## src/rtl/intr_ack_sequencer.sv

```systemverilog
// CPU-side 8259 interrupt-acknowledge initiator: two-pulse INTA cycle, vector capture, valid/ready hand-off.
// Optional automatic non-specific EOI write is enabled by defining INTR_ACK_AUTO_EOI_EN.
module intr_ack_sequencer #(
  parameter int INTA_LOW_CYCLES = 3,
  parameter int INTA_GAP_CYCLES = 2
) (
  input  logic        clk,
  input  logic        reset,
  input  logic        intr,
  input  logic        if_flag,
  input  logic        inst_boundary,
  output logic        inta_n,
  input  logic [15:0] pic_data_in,
  input  logic        pic_data_drive,
  output logic [7:0]  vector,
  output logic        vector_valid,
  input  logic        vector_ready,
  output logic        busy,
  output logic        spurious,
  input  logic        eoi_req,
  output logic        eoi_done,
  output logic        pic_cs,
  output logic        pic_we,
  output logic        pic_addr,
  output logic [15:0] pic_wdata,
  input  logic        pic_ack
);

  localparam logic [2:0] S_IDLE    = 3'd0;
  localparam logic [2:0] S_INTA1   = 3'd1;
  localparam logic [2:0] S_GAP     = 3'd2;
  localparam logic [2:0] S_INTA2   = 3'd3;
  localparam logic [2:0] S_CHK     = 3'd4;
  localparam logic [2:0] S_PRESENT = 3'd5;
  localparam logic [2:0] S_EOI_WR  = 3'd6;

  localparam int CNT_MAX = (INTA_LOW_CYCLES > INTA_GAP_CYCLES) ? INTA_LOW_CYCLES : INTA_GAP_CYCLES;
  localparam int CW      = (CNT_MAX > 1) ? $clog2(CNT_MAX) : 1;
  localparam logic [CW-1:0] LOW_LD = CW'(INTA_LOW_CYCLES - 1);
  localparam logic [CW-1:0] GAP_LD = CW'(INTA_GAP_CYCLES - 1);

  logic [2:0]    state;
  logic [CW-1:0] cnt;
  logic          loaded;
  logic          intr_meta, intr_s;
  logic          eoi_start;
  logic          unused_hi;

  assign unused_hi = &{1'b0, pic_data_in[15:8]};

  always_ff @(posedge clk or posedge reset) begin
    if (reset) begin
      intr_meta <= 1'b0;
      intr_s    <= 1'b0;
    end else begin
      intr_meta <= intr;
      intr_s    <= intr_meta;
    end
  end

  // cnt counts down from (length-1); a phase ends on the edge where it reads zero
  always_ff @(posedge clk or posedge reset) begin
    if (reset) begin
      state        <= S_IDLE;
      cnt          <= '0;
      loaded       <= 1'b0;
      inta_n       <= 1'b1;
      vector       <= '0;
      vector_valid <= 1'b0;
      spurious     <= 1'b0;
      busy         <= 1'b0;
    end else begin
      spurious <= 1'b0;
      case (state)
        S_IDLE: begin
          if (eoi_start) begin
            state <= S_EOI_WR;
            busy  <= 1'b1;
          end else if (intr_s && if_flag && inst_boundary) begin
            state  <= S_INTA1;
            busy   <= 1'b1;
            inta_n <= 1'b0;
            cnt    <= LOW_LD;
            loaded <= 1'b0;
          end
        end
        S_INTA1: begin
          if (cnt == '0) begin
            state  <= S_GAP;
            inta_n <= 1'b1;
            cnt    <= GAP_LD;
          end else begin
            cnt <= cnt - 1'b1;
          end
        end
        S_GAP: begin
          if (cnt == '0) begin
            state  <= S_INTA2;
            inta_n <= 1'b0;
            cnt    <= LOW_LD;
          end else begin
            cnt <= cnt - 1'b1;
          end
        end
        S_INTA2: begin
          if (pic_data_drive) begin
            vector <= pic_data_in[7:0];
            loaded <= 1'b1;
          end
          if (cnt == '0) begin
            state  <= S_CHK;
            inta_n <= 1'b1;
          end else begin
            cnt <= cnt - 1'b1;
          end
        end
        // INTA released for one cycle before the vector is offered or declared spurious
        S_CHK: begin
          if (loaded) begin
            state        <= S_PRESENT;
            vector_valid <= 1'b1;
          end else begin
            state    <= S_IDLE;
            busy     <= 1'b0;
            spurious <= 1'b1;
          end
        end
        S_PRESENT: begin
          if (vector_ready) begin
            state        <= S_IDLE;
            busy         <= 1'b0;
            vector_valid <= 1'b0;
          end
        end
        S_EOI_WR: begin
          if (pic_ack) begin
            state <= S_IDLE;
            busy  <= 1'b0;
          end
        end
        default: begin
          state        <= S_IDLE;
          busy         <= 1'b0;
          inta_n       <= 1'b1;
          vector_valid <= 1'b0;
        end
      endcase
    end
  end

`ifdef INTR_ACK_AUTO_EOI_EN
  logic eoi_pending;
  logic eoi_wr;

  assign eoi_start = (state == S_IDLE) && eoi_pending;

  // requests arriving while the write is in flight fold into that write
  always_ff @(posedge clk or posedge reset) begin
    if (reset) begin
      eoi_pending <= 1'b0;
      eoi_wr      <= 1'b0;
      eoi_done    <= 1'b0;
    end else begin
      eoi_done <= 1'b0;
      if (state == S_EOI_WR && pic_ack) begin
        eoi_pending <= 1'b0;
        eoi_wr      <= 1'b0;
        eoi_done    <= 1'b1;
      end else begin
        if (eoi_req && state != S_EOI_WR) eoi_pending <= 1'b1;
        if (eoi_start) eoi_wr <= 1'b1;
      end
    end
  end

  assign pic_cs    = eoi_wr;
  assign pic_we    = eoi_wr;
  assign pic_addr  = 1'b0;
  assign pic_wdata = eoi_wr ? 16'h0020 : 16'h0000;
`else
  logic unused_eoi;

  assign unused_eoi = &{1'b0, eoi_req};
  assign eoi_start  = 1'b0;
  assign eoi_done   = 1'b0;
  assign pic_cs     = 1'b0;
  assign pic_we     = 1'b0;
  assign pic_addr   = 1'b0;
  assign pic_wdata  = 16'h0000;
`endif

endmodule

```

## config.mk

```make
export PLATFORM = sky130hd
export DESIGN_NAME = intr_ack_sequencer
export DESIGN_NICKNAME = d
export VERILOG_FILES = /design/src/rtl/intr_ack_sequencer.sv
export SDC_FILE = /design/constraint.sdc
export NUM_CORES = 1
export LEC_CHECK = 0
export BUFFER_PORTS_ARGS = -buffer_cell sky130_fd_sc_hd__buf_4
export CAP_MARGIN = 10
export CORE_AREA = 2 2 54 56
export DETAILED_ROUTE_END_ITERATION = 10
export DIE_AREA = 0 0 56 58
export PLACE_DENSITY = 0.75
export SETUP_SLACK_MARGIN = 0.5
export SYNTH_ARGS = -nofsm -noshare
export SYNTH_HDL_FRONTEND = slang
export SYNTH_SLANG_ARGS = --single-unit
```

## constraint.sdc

```tcl
create_clock -name clk -period 1.4 [get_ports clk]
set_input_delay 0.28 -clock clk [delete_from_list [all_inputs] [get_ports clk]]
set_output_delay 0.28 -clock clk [all_outputs]
set_load 0.005 [all_outputs]
```

== After elaboration in Yosys (flattened, before gate mapping) ==
Index checks and enable logic that the tools add are counted.
Storage, ports and cells
  register bits: 20
  bits of input ports: 25
  bits in latches: 0
  output and inout port bits: 32
  memory bits (read-only): 0
  logic and storage cells: 76
  bits in writable memories: 0
  memories: 0
Operators by class
  magnitude comparators: 0
  reduce and logical (&&, ||, !) cells: 17
  divide/modulo/power cells: 0
  mux-type cells: 28
  $mul: 0
  bitwise logic cells: 3
  shift-type cells: 0
  add/sub/neg operators: 1
  eq/ne operators: 17
Operators with widths (number)
  2-to-1 mux 3 bit: 7
  one-hot mux 3 bit (7 select lines): 1
  inequality test 2 bit, second input constant: 10
  2-to-1 mux 1 bit: 11
  equality test 3 bit, second input constant: 3
  AND reduction 3 bit: 3
  2-to-1 mux 2 bit: 4
  one-hot mux 2 bit (4 select lines): 1
  equality test 3 x 2 -> 1 bit, second input constant: 2
  AND reduction 6 bit: 1
  OR reduction 3 bit: 2
  one-hot mux 1 bit (5 select lines): 1
  AND reduction 5 bit: 1
  OR reduction 5 bit: 1
  one-hot mux 1 bit (4 select lines): 1
  AND reduction 4 bit: 1
  nonzero test 4 bit: 1
  equality test 3 x 1 -> 1 bit, second input constant: 1
  logical NOT 3 bit: 1
  inverter 1 bit: 3
  one-hot mux 1 bit (3 select lines): 1
  logical AND 1 bit: 2
  logical NOT 2 bit: 1
  inequality test 2 x 1 -> 1 bit, second input constant: 1
  5 further kinds: 5

== Longest topological paths before layout ==
  depth after elaboration: 4
  depth in mapped cells: 6
  depth with buffers taken out: 6

== Worst setup path before layout ==
Ideal clock, no wire load.
  path type: register -> register
  start point: reg cnt[0]
  end point: reg cnt[0]
  buffers on the path: 0
  cell stages (with the launch flop): 7
  required time: 1.272 ns
  clock period less this slack: 1.218 ns
  path slack: 0.182 ns
  arrival: 1.090 ns
  library setup time: 0.128 ns
  path through: dfrtp_1 > inv_1 > ha_1 > a31oi_1 > nand2_1 > nand2_1 > o21ai_0
Between the ends
  longest elaborated chain between the ends: 3
  elaborated cells between the ends (all ways): 8
  those cells by class: add/sub: 1; eq/ne: 1; mux: 4; reduce/logical: 2
Ends and longest elaborated chain
  start: declaration: RTL line 43  | logic [CW-1:0] cnt;
  start signal: assignment: RTL line 93  | cnt <= cnt - 1'b1;
  start signal: assignment: RTL line 102  | cnt <= cnt - 1'b1;
  start signal: assignment: RTL line 114  | cnt <= cnt - 1'b1;
  subtractor 2 x 1 -> 2 bit or logical NOT 2 bit (tied branches)
  2-to-1 mux 2 bit (tied with other cells): RTL line 110  | if (cnt == '0) begin
  one-hot mux 2 bit (4 select lines) or AND reduction 3 bit (tied branches)
Parallel ways exist; a longest one is shown, timed or not. The select of a mux whose other input is x is not followed.
A chain may end at the register's enable or synchronous reset.

== Worst setup path after layout ==
  start point: reg state[1]
  end point: reg vector[6]
Between the ends
  longest elaborated chain between the ends: 2
Ends and longest elaborated chain
  start: declaration: RTL line 42  | logic [2:0] state;
  start signal: assignment: RTL line 64  | state <= S_IDLE;
  start signal: assignment: RTL line 77  | state <= S_EOI_WR;
  start signal: assignment: RTL line 80  | state <= S_INTA1;
  equality test 3 x 2 -> 1 bit: RTL line 74  | case (state)
  AND reduction 2 bit (no source line)
  end signal: assignment: RTL line 107  | vector <= pic_data_in[7:0];
  end: declaration: RTL line 15  | output logic [7:0] vector,
Every way passes these cells.

==> results.tsv <==
metric	value	unit
cp_max_fo	8	
clkTransAtPathRegs	110	ps
fin_setup_tns	0	ps
htree_levels	1	
setup_slack	161	ps
arrival	1430	ps
routed_wirelength	2.65	mm
cts_made_buffers	3	
pre_cts_ws	15.7	ps
final-hold-violation-count	0	
synth_xor_area_frac	0	
maxCapViolCount	0	
clk_latency	300	ps
final_common_cell	buf_4	
final_nets	186	
dp_hpwl	1.67	mm
die_h	58	µm
grt_overflow	0	
die_width	56	µm
track_usage	0.165	
leakage	0.766	nW
report.final.slew_viol_count	0	
synth_top_family_by_area	buffers and inverters	
setup_viol	0	
min_path_type	in2async	
finalInstanceArea	1650	µm²
syn_inst	110	
p_per_area	2110	nW/µm²
grt_pass1_vias	1008	
avgRoutedWirePerCell	14.1	µm
placed_cell_area	1300	µm²
fin_skew	2.61	ps
synth_seq_area_share	0.451	
vias_per_cell	4.85	
start_util	0.418	
critical_path_class	reg2reg	
fin_crit	1240	ps
diodes	0	
synth_compound_area_frac	0.110	
drcViolationCount	0	
synthSimpleGateAreaFrac	0.130	
synth_cell_types	28	
gp_congestion	0.830	
num_vias	912	
netlist_area	1110	µm²
grt_pass1_wl	4.25	mm
syn_avg_cell_area	10.1	µm²
required	1590	ps
timing.fmax	0.807	GHz
core-area	2660	µm²
syn_to_final_growth	47.8	%
num_rows	19	
first_pass_iters	4	
drtIter0Drc	9	
rsz0062_at_grt	true	
grt_max_degree	15	
cts.path.max_buffers	2	
antenna_found_initial	0	
num-fill-cells	208	
synth-adder-area-share	0.0337	
cp-start-kind	flop	
status	finished, final reports clean	
cts_tree	done	
ys_warn_count	0	
r2r-start	state[1]	
mostFrequentLayoutCells	buf_4 (27), conb_1 (20), buf_6 (19)	
cts_num_sinks	20	
io_pins	57	
yosys_register_bits	20	
synthMuxAreaShare	0.0809	
ant_nets	0	
finish.utilization	0.618	
ir_worst_vdd	1220	µV
numPortBuffers	27	
fin_crit_sh	0.885	
die_area	3250	µm²
cts_root_buffer	clkbuf_4	
power	3.47	mW
cp-end-kind	flop	
crit_start	state[1]	
drive_gt1_frac	0.548	
-- area by class of cell --
type	count	area [µm²]	area share
multi-input combinational	80	594	0.361
sequential	20	505	0.307
inverter	5	23.8	0.0144
tap	31	38.8	0.0236
clock buffer	4	36.3	0.0221
timing repair buffer	48	447	0.271
-- layer usage --
metal  GRT usage  wire (µm)  up-vias
met5           0          0        -
met4      0.0442          0        0
met3      0.0446        169        0
met2       0.318       1520       35
met1       0.179        961      445
li1            -          -      432
-- sequential cells by signal, indices dropped and copies added (netlist names) --
register / count
busy: 1
cnt: 2
inta_n: 1
intr_meta: 1
intr_s: 1
loaded: 1
spurious: 1
state: 3
vector: 8
vector_valid: 1
-- synthesized netlist by cell type (all sizes together) --
cell,instances,area (µm²)
nand3b,1,7.51
buf,25,194
o31ai,1,7.51
nand3,2,10.0
dfrtp,19,475
a211oi,1,7.51
nand2,8,30.0
or4,1,11.3
clkinv,1,3.75
ha,3,37.5
a31oi,2,12.5
dfstp,1,26.3
nor3,4,20.0
nand2b,4,25.0
a311o,1,10.0
o311a,1,10.0
nand4,1,12.5
conb,1,3.75
o21ba,1,10.0
mux2,8,90.1
a21oi,4,20.0
nor4,1,6.26
o21ai,9,45.0
inv,4,15.0
nor2,6,22.5
-- critical path, stage by stage, from the launching register on --
cell and delay, ps:
dfrtp_2 500, buf_6 160, nand4_4 120, mux2_2 350
-- cell families (layout without fill, tap and decap cells) --
family                     count (synthesis)  after routing
buffers and inverters                     30             57
and+or+nand+nor                           28             29
AOI/OAI and AO/OA                         20             20
DFF                                       20             20
muxes                                      8              8
adders and majority gates                  3              3
other                                      1             20
-- worst paths after layout --
kind	endpoint	slack (ps)	depth (start not counted)
setup / recovery	vector[6]	160	3
hold / removal	inta_n	10	2
setup reg to reg	vector[6]	160	3
hold reg to reg	intr_s	370	0
max in group asynchronous	cnt[0]	710	3
min in group clk	intr_meta	80	1
-- power by group --
part | leakage (nW) | internal, mW | switching (mW) | total, mW
registers | 0.234 | 0.835 | 0.241 | 1.08
logic | 0.512 | 1.18 | 0.884 | 2.06
clock network | 0.0210 | 0.158 | 0.174 | 0.333
total | 0.766 | 2.17 | 1.30 | 3.47
-- per-stage QoR --
step / instances / hold WS, ps
after CTS: 185 / 2.19
final: 188 / 11.2
after floorplan: 129 / 243
after detailed placement: 168 / 230
after global routing: 188 / 4.91
after global placement: 168 / 225
-- what timing repair did --
item | CTS | global route
endpoints found under the setup margin | 30 | 30
hold endpoints to repair | 5 | 0
hold buffers | 1 | 0
buffers inserted | 11 | 3
gates resized for setup | 36 | 7
pin swaps | 10 | 5
gates cloned | 1 | 0
Power figures use the tool's default switching activity.
